[config.mk]
export PLATFORM = sky130hd
export DESIGN_NAME = mult_share_sched
export DESIGN_NICKNAME = d
export VERILOG_FILES = /design/src/rtl/mult_share_sched.sv
export SDC_FILE = /design/constraint.sdc
export NUM_CORES = 1
export LEC_CHECK = 0
export ABC_AREA = 1
export BUFFER_PORTS_ARGS = -buffer_cell sky130_fd_sc_hd__buf_4
export CAP_MARGIN = 20
export CORE_MARGIN = 5
export CORE_UTILIZATION = 51
export CTS_CLUSTER_SIZE = 40
export DETAILED_ROUTE_END_ITERATION = 6
export GPL_TIMING_DRIVEN = 0
export PLACE_DENSITY_LB_ADDON = 0.08
export SETUP_SLACK_MARGIN = 0.15
export SYNTH_ARGS = -nofsm -noshare
export SYNTH_HDL_FRONTEND = slang
export SYNTH_SLANG_ARGS = --single-unit
[constraint.sdc]
create_clock -name clk -period 4.9 [get_ports clk]
set_input_delay 0.735 -clock clk [delete_from_list [all_inputs] [get_ports clk]]
set_output_delay 0.735 -clock clk [all_outputs]
set_load 0.005 [all_outputs]
[src/rtl/mult_share_sched.sv]
// mult_share_sched: round-robin scheduler sharing one 4x4 unsigned multiplier
// among NREQ requesters. Each requester offers operands on a valid/ready
// channel. Products return on one valid/ready channel, tagged with the
// requester index.
//
// Ports:
//   clk        clock, rising edge
//   rst        synchronous active-high reset
//   req_valid  [NREQ]    per-requester operand valid
//   req_x      [4*NREQ]  operand x, requester i at [4i+3:4i]
//   req_y      [4*NREQ]  operand y, requester i at [4i+3:4i]
//   req_ready  [NREQ]    one-hot (or zero) grant
//   res_valid            product valid
//   res_ready            consumer ready
//   res_id     [IDW]     owner of res_prod
//   res_prod   [8]       x*y, unsigned
//   busy                 an operation is in flight
//
// Build option: define MULT_SHARE_PIPE_EN to add an operand stage ahead of the
// multiplier. This gives 2-cycle latency at full throughput.
//
// Output stage states:
//   state | meaning
//   EMPTY | no result held
//   FULL  | result held in output register

module main (
  input  logic [3:0] x,
  input  logic [3:0] y,
  output logic [7:0] o
);
  logic [7:0] pp0, pp1, pp2, pp3;
  logic [7:0] s01, s23;

  assign pp0 = y[0] ? {4'b0000, x}        : 8'd0;
  assign pp1 = y[1] ? {3'b000, x, 1'b0}   : 8'd0;
  assign pp2 = y[2] ? {2'b00, x, 2'b00}   : 8'd0;
  assign pp3 = y[3] ? {1'b0, x, 3'b000}   : 8'd0;
  assign s01 = pp0 + pp1;
  assign s23 = pp2 + pp3;
  assign o   = s01 + s23;
endmodule

module mult_share_sched #(
  parameter int NREQ = 4,
  parameter int IDW  = 2
) (
  input  logic              clk,
  input  logic              rst,
  input  logic [NREQ-1:0]   req_valid,
  input  logic [4*NREQ-1:0] req_x,
  input  logic [4*NREQ-1:0] req_y,
  output logic [NREQ-1:0]   req_ready,
  output logic              res_valid,
  input  logic              res_ready,
  output logic [IDW-1:0]    res_id,
  output logic [7:0]        res_prod,
  output logic              busy
);

  typedef enum logic {EMPTY, FULL} state_e;

  state_e         state_q, state_d;
  logic [IDW-1:0] rr_ptr_q, rr_ptr_d;
  logic [IDW-1:0] res_id_q, res_id_d;
  logic [7:0]     res_prod_q, res_prod_d;

  logic           accept;
  logic           gnt_found;
  logic [IDW-1:0] gnt_idx;
  logic           hs;
  logic           out_load;
  logic [IDW-1:0] load_id;
  logic [3:0]     sel_x, sel_y;
  logic [3:0]     mul_x, mul_y;
  logic [7:0]     mul_o;

  assign res_valid = (state_q == FULL);
  assign res_id    = res_id_q;
  assign res_prod  = res_prod_q;

  // First valid requester at or after rr_ptr, wrapping modulo NREQ.
  always_comb begin
    int unsigned j;
    j         = 0;
    gnt_found = 1'b0;
    gnt_idx   = '0;
    for (int k = 0; k < NREQ; k++) begin
      j = (32'(rr_ptr_q) + 32'(k)) % 32'(NREQ);
      if (!gnt_found && req_valid[j]) begin
        gnt_found = 1'b1;
        gnt_idx   = j[IDW-1:0];
      end
    end
  end

  assign hs = accept && gnt_found;

  always_comb begin
    req_ready = '0;
    if (hs) req_ready[gnt_idx] = 1'b1;
  end

  assign sel_x = req_x[{gnt_idx, 2'b00} +: 4];
  assign sel_y = req_y[{gnt_idx, 2'b00} +: 4];

`ifdef MULT_SHARE_PIPE_EN
  logic [3:0]     op_x_q, op_y_q;
  logic [IDW-1:0] op_id_q;
  logic           op_v_q;
  logic           out_adv;

  assign out_adv  = op_v_q && (!res_valid || res_ready);
  // Operand stage accepts when empty or emptying this cycle.
  assign accept   = !rst && (!op_v_q || out_adv);
  assign out_load = out_adv;
  assign mul_x    = op_x_q;
  assign mul_y    = op_y_q;
  assign load_id  = op_id_q;
  assign busy     = op_v_q | res_valid;

  always_ff @(posedge clk) begin
    if (rst) begin
      op_v_q  <= 1'b0;
      op_x_q  <= '0;
      op_y_q  <= '0;
      op_id_q <= '0;
    end else if (hs) begin
      op_v_q  <= 1'b1;
      op_x_q  <= sel_x;
      op_y_q  <= sel_y;
      op_id_q <= gnt_idx;
    end else if (out_adv) begin
      op_v_q  <= 1'b0;
    end
  end
`else
  // Pass-through on a draining result keeps one product per cycle.
  assign accept   = !rst && (!res_valid || res_ready);
  assign out_load = hs;
  assign mul_x    = sel_x;
  assign mul_y    = sel_y;
  assign load_id  = gnt_idx;
  assign busy     = res_valid;
`endif

  main u_mul (
    .x (mul_x),
    .y (mul_y),
    .o (mul_o)
  );

  always_comb begin
    state_d    = state_q;
    res_id_d   = res_id_q;
    res_prod_d = res_prod_q;
    rr_ptr_d   = rr_ptr_q;
    case (state_q)
      EMPTY: if (out_load) state_d = FULL;
      FULL:  if (!out_load && res_ready) state_d = EMPTY;
      default: state_d = EMPTY;
    endcase
    if (out_load) begin
      res_id_d   = load_id;
      res_prod_d = mul_o;
    end
    if (hs) rr_ptr_d = (gnt_idx == IDW'(NREQ - 1)) ? '0 : gnt_idx + 1'b1;
  end

  always_ff @(posedge clk) begin
    if (rst) begin
      state_q    <= EMPTY;
      rr_ptr_q   <= '0;
      res_id_q   <= '0;
      res_prod_q <= '0;
    end else begin
      state_q    <= state_d;
      rr_ptr_q   <= rr_ptr_d;
      res_id_q   <= res_id_d;
      res_prod_q <= res_prod_d;
    end
  end

endmodule

Word-level counts from Yosys, hierarchy flattened
Cells that the tools add are included.
{ "classes": {"n_addsub": 7, "magnitude_cmp": 6, "n_eq_ne": 1, "shifts": 2, "muxes": 27, "bitwise": 1, "n_reduce_logical": 14} }
{ "op_table": {"columns": ["op", "n"], "rows": [
  ["variable part select 16 x 5 -> 4 bit", 2],
  ["adder 8 bit", 3],
  ["less-than comparator 2 x 3 -> 1 bit, second input constant", 5],
  ["two-way mux 1 bit", 11],
  ["two-way mux 2 bit", 5],
  ["binary-select mux 1 bit (select 2 bit)", 4],
  ["two-way mux 4 bit", 2],
  ["logical AND 1 bit", 7],
  ["two-way mux 7 bit", 1],
  ["zero test 1 bit", 6],
  ["two-way mux 6 bit", 1],
  ["two-way mux 5 bit", 1],
  ["adder 2 x 1 -> 2 bit, second input constant", 2],
  ["adder 2 bit, second input constant", 2],
  ["demux 1 bit (select 2 bit)", 1],
  ["== test 2 bit, second input constant", 1],
  ["greater-or-equal comparator 2 x 1 -> 1 bit, second input constant", 1],
  ["one-hot mux 1 bit (2 select lines)", 1],
  ["logical OR 1 bit", 1],
  ["inverter 1 bit", 1]
]} }
{ "totals": {"ff_bits": 13, "inputBits": 39, "output_inout_bits": 16, "word_cells": 62} }

Depth between registers and ports, before layout
{ "depth": {"ltp_word": 17, "depth_mapped": 25, "depth_no_buf": 25} }

By module
From an unflattened synthesis, not the netlist that was laid out.
{ "hier_totals": {"hier_cells": 292, "area_unflattened_um2": 1735.4} }
{ "by_module_without_submodules": {"columns": ["mod", "instances", "cells_each", "area_each_um2", "seq_area_each_um2"], "rows": [
  ["mult_share_sched", 1, 221, 1285.0, 260.2],
  ["main", 1, 71, 450.4, 0.0]
]} }

Worst setup path before layout
No wires, ideal clock.
{ "synth_timing": {"kind": "input port to flip-flop", "startpoint": "input req_valid[2]", "endpoint": "register res_prod_q[7], in the netlist res_prod[7]", "setup_time_ns": 0.115, "arrival_ns": 3.936, "required_ns": 4.785, "setup_slack_ns": 0.848, "path_stages": 22, "path_buffers": 2, "path_cell_list": "inv_1 -> nand2_1 -> nand3_2 -> nand2_2 -> nor2_8 -> nand3_4 -> nand3_2 -> buf_6 -> buf_12 -> nand2_2 -> nand3_2 -> nand2_2 -> nor2_1 -> fa_1 -> fa_1 -> ha_1 -> fa_1 -> nand3_1 -> nand2_1 -> xor2_1 -> o21ai_0 -> inv_1"} }
{ "synth_between": {"elab_chain_cells": 16, "word_cells_on_any_way": 32, "classes_between": "add/sub: 3; shift: 2; mux: 20; reduce/logical: 7"} }
{ "synth_lines": {"columns": ["item", "line_no", "source"], "rows": [
  ["from (decl)", "50", "input logic [NREQ-1:0] req_valid,"],
  ["binary-select mux 1 bit (select 2 bit)", "90", "if (!gnt_found && req_valid[j]) begin"],
  ["two-way mux 1 bit (not written as such)", "90", null],
  ["two-way mux 1 bit", "90", null],
  ["zero test 1 bit", "90", null],
  ["logical AND 1 bit", "90", null],
  ["two-way mux 1 bit", "90", null],
  ["zero test 1 bit", "90", null],
  ["logical AND 1 bit", "90", null],
  ["two-way mux 1 bit", "90", null],
  ["zero test 1 bit", "90", null],
  ["logical AND 1 bit", "90", null],
  ["two-way mux 2 bit", "90", null],
  ["variable part select 16 x 5 -> 4 bit, on equally long branches", "104, 105", null],
  ["two-way mux 4 bit (tied with other cells)", "35", "assign pp0 = y[0] ? {4'b0000, x} : 8'd0;"],
  ["adder 8 bit, on equally long branches", "39, 40", null],
  ["adder 8 bit", "41", "assign o = s01 + s23;"],
  ["to (signal assigned)", "180", "res_prod_q <= res_prod_d;"],
  ["to (decl)", "66", "logic [7:0] res_prod_q, res_prod_d;"]
]} }
Several ways; a longest one is shown, not always the timed one. The select of a mux whose other input is x is not followed.
A chain may end at the register's enable or synchronous reset.

Worst setup path after layout
{ "layout_timing": {"startpoint": "input req_valid[0]", "endpoint": "register res_prod_q[7], in the netlist res_prod[7]"} }
The elaborated chain is that of the path after synthesis.

==> metrics <==
placed insts between 300 and 400; # resized after CTS 0; Reg clk slew, reported paths ~0.070 ns; drc violations 0; Worst Setup End Kind flop; WP data arrival ~4.4 ns; final WL roughly 3900 um; final setup fails 0; most common cell after layout, fill and taps aside nand2_1; count of pins over their slew limit 0; Max-Slew Margin vs Limit around 70%; CTS sink cnt 13; Synth area leaders dfxtp_1, nand2_1, ha_1; Worst Setup Path Type in -> reg; final hold vios 0; Peak Freq ~240 MHz; Post-DP Area 2130 um^2; FP Rows 20; Clock Path Buffers 2; fraction of layout cells with a size suffix above 1 approximately 36%; Ports 55; routed vias between 1500 and 2000; MaxCap Viol Count 0; H-tree levels 1; status completed; Antenna Nets Post-Route 0; register bit total from synthesis 13; hold path startpoint res_id[0]; CP Launch Type input port; worst slew pin tran about 0.42 ns; Period minus WS final 4.19 ns; Area Overhead vs Synth 29.2%; Critical Path RT roughly 5.1 ns; area of the multi-input gates approximately 1200 um^2; Final GP Congestion 0.894; pre-CTS setup slack 0.403 ns; synthesized cell area about 1700 um^2; Setup WS post-layout between 0.7 and 0.8 ns; HPWL Detailed 3270 um; postcts setup bufs 0; Die ar. around 4500 um^2; Primary FF master, synth dfxtp_1; ys async rst share 0%; fin cells between 300 and 400; vias in the first global route 1590; Seq/Total Area, Yosys between 10% and 20%; GRT Util Overall between 10% and 20%; Synth Instances about 250; via/cell ratio a little under 5; CTS tree done; initial DRC count between 100 and 150; Root Driver clkbuf_4; largest area contributor in the netlist dfxtp_1; largest net degree at the start of global routing 12; Yosys top cell area share 15.6%; Starting Density ~54%; total gr overflow 0; filler cell count about 300; number of synthesized flops with an enable pin 0; fin area 2160 um^2; antenna violations before repair 0; wire length of the first global-routing pass ~6600 um; cts bufs inserted 3; origin of the worst setup path req_valid[0]; Syn. warnings 0; IO buf count between 50 and 60; Final #Nets between 300 and 400; final worst-path cycle share 85.6%; DRT Pass-1 Iters 4; Diodes inserted 0; Syn Area/Cell 6.70 um^2; Die Y slightly below 70 um; chip width roughly 67 um; Fin Clk Skew between 0.007 and 0.008 ns; Crit Path Max Fanout 11; Hold Path Class reg -> reg; reg-to-reg slack, setup between 0.7 and 0.8 ns; unique cell type count in the Yosys netlist 25; worst skew pair latency approximately 0.28 ns; total negative slack 0 ns; post-synth net total around 310; register area ~260 um^2; RSZ-0062 raised after global routing no; DR WL/cell around 11 um; commonest cells after routing, fill and taps aside nand2_1, buf_4, inv_1; worst r2r src rr_ptr_q[0]; Core Region a little over 3000 um^2; Post-CTS Hold Buffers 0
[Yosys cell counts, types with 6 or more instances]
cell and n:
a21oi_1 6, dfxtp_1 13, ha_1 14, inv_1 33, inv_2 6, nand2_1 68, nand2_2 19, nand3_1 23
nand3_2 11, nand4_1 7, nor2_1 16, o21ai_0 7
[worst paths after layout]
path	to	depth (start not counted)
max reg2reg	res_prod[7]	22
min reg2reg	res_id[0]	2
max	res_prod[7]	23
min	res_id[0]	2
[registers in the layout, summed over array words and instances, names as in the netlist]
register,count
busy,1
res_id,2
res_prod,8
rr_ptr_q,2
[logic make-up after synthesis]
kind of cell             synth area share, %
AO/OA/AOI/OAI                           5.40
XOR/XNOR                                1.57
adder cells (fa/ha/maj)                 16.5
buffers and inverters                   13.5
flip-flops                              15.6
AND/OR/NAND/NOR                         47.5
[stage by stage]
step | hold slack [ns] | util, %
2_1_floorplan | 0.454 | -
3_3_place_gp | 0.451 | 68.6
3_5_place_dp | 0.454 | 68.6
4_1_cts | 0.466 | 69.5
5_1_grt | 0.489 | 69.5
6_report | 0.464 | 69.5
[layout make-up]
class	count	share of cell area (%)
Multi-Input combinational cell	188	54.9
Clock buffer	4	1.22
Buffer	9	3.66
Sequential cell	13	12.1
Inverter	39	6.79
Tap cell	44	2.55
Timing Repair Buffer	54	18.8
[critical path, stage by stage]
cell	delay, ns
buf_4	0.11
inv_1	0.06
nand2_1	0.08
nand3_2	0.09
nand2_2	0.10
inv_2	0.09
nand2_2	0.06
nand2_4	0.07
nand3_2	0.08
buf_6	0.15
buf_12	0.15
o211ai_2	0.13
nand2_1	0.15
nor2_1	0.14
fa_1	0.46
fa_1	0.49
ha_1	0.25
fa_1	0.41
nand3_1	0.10
nand2_1	0.06
xor2_1	0.16
o21ai_0	0.17
inv_1	0.05
[layer usage]
metal	track usage, %	vias up	wire length (um)
met5	0	-	0
met4	4.56	0	34
met3	2.33	5	261
met2	30.6	36	1750
met1	24.8	760	1880
li1	-	899	-
Power is not shown: default switching activity piles up to over one toggle a cycle in this logic, so the estimate is an artifact.
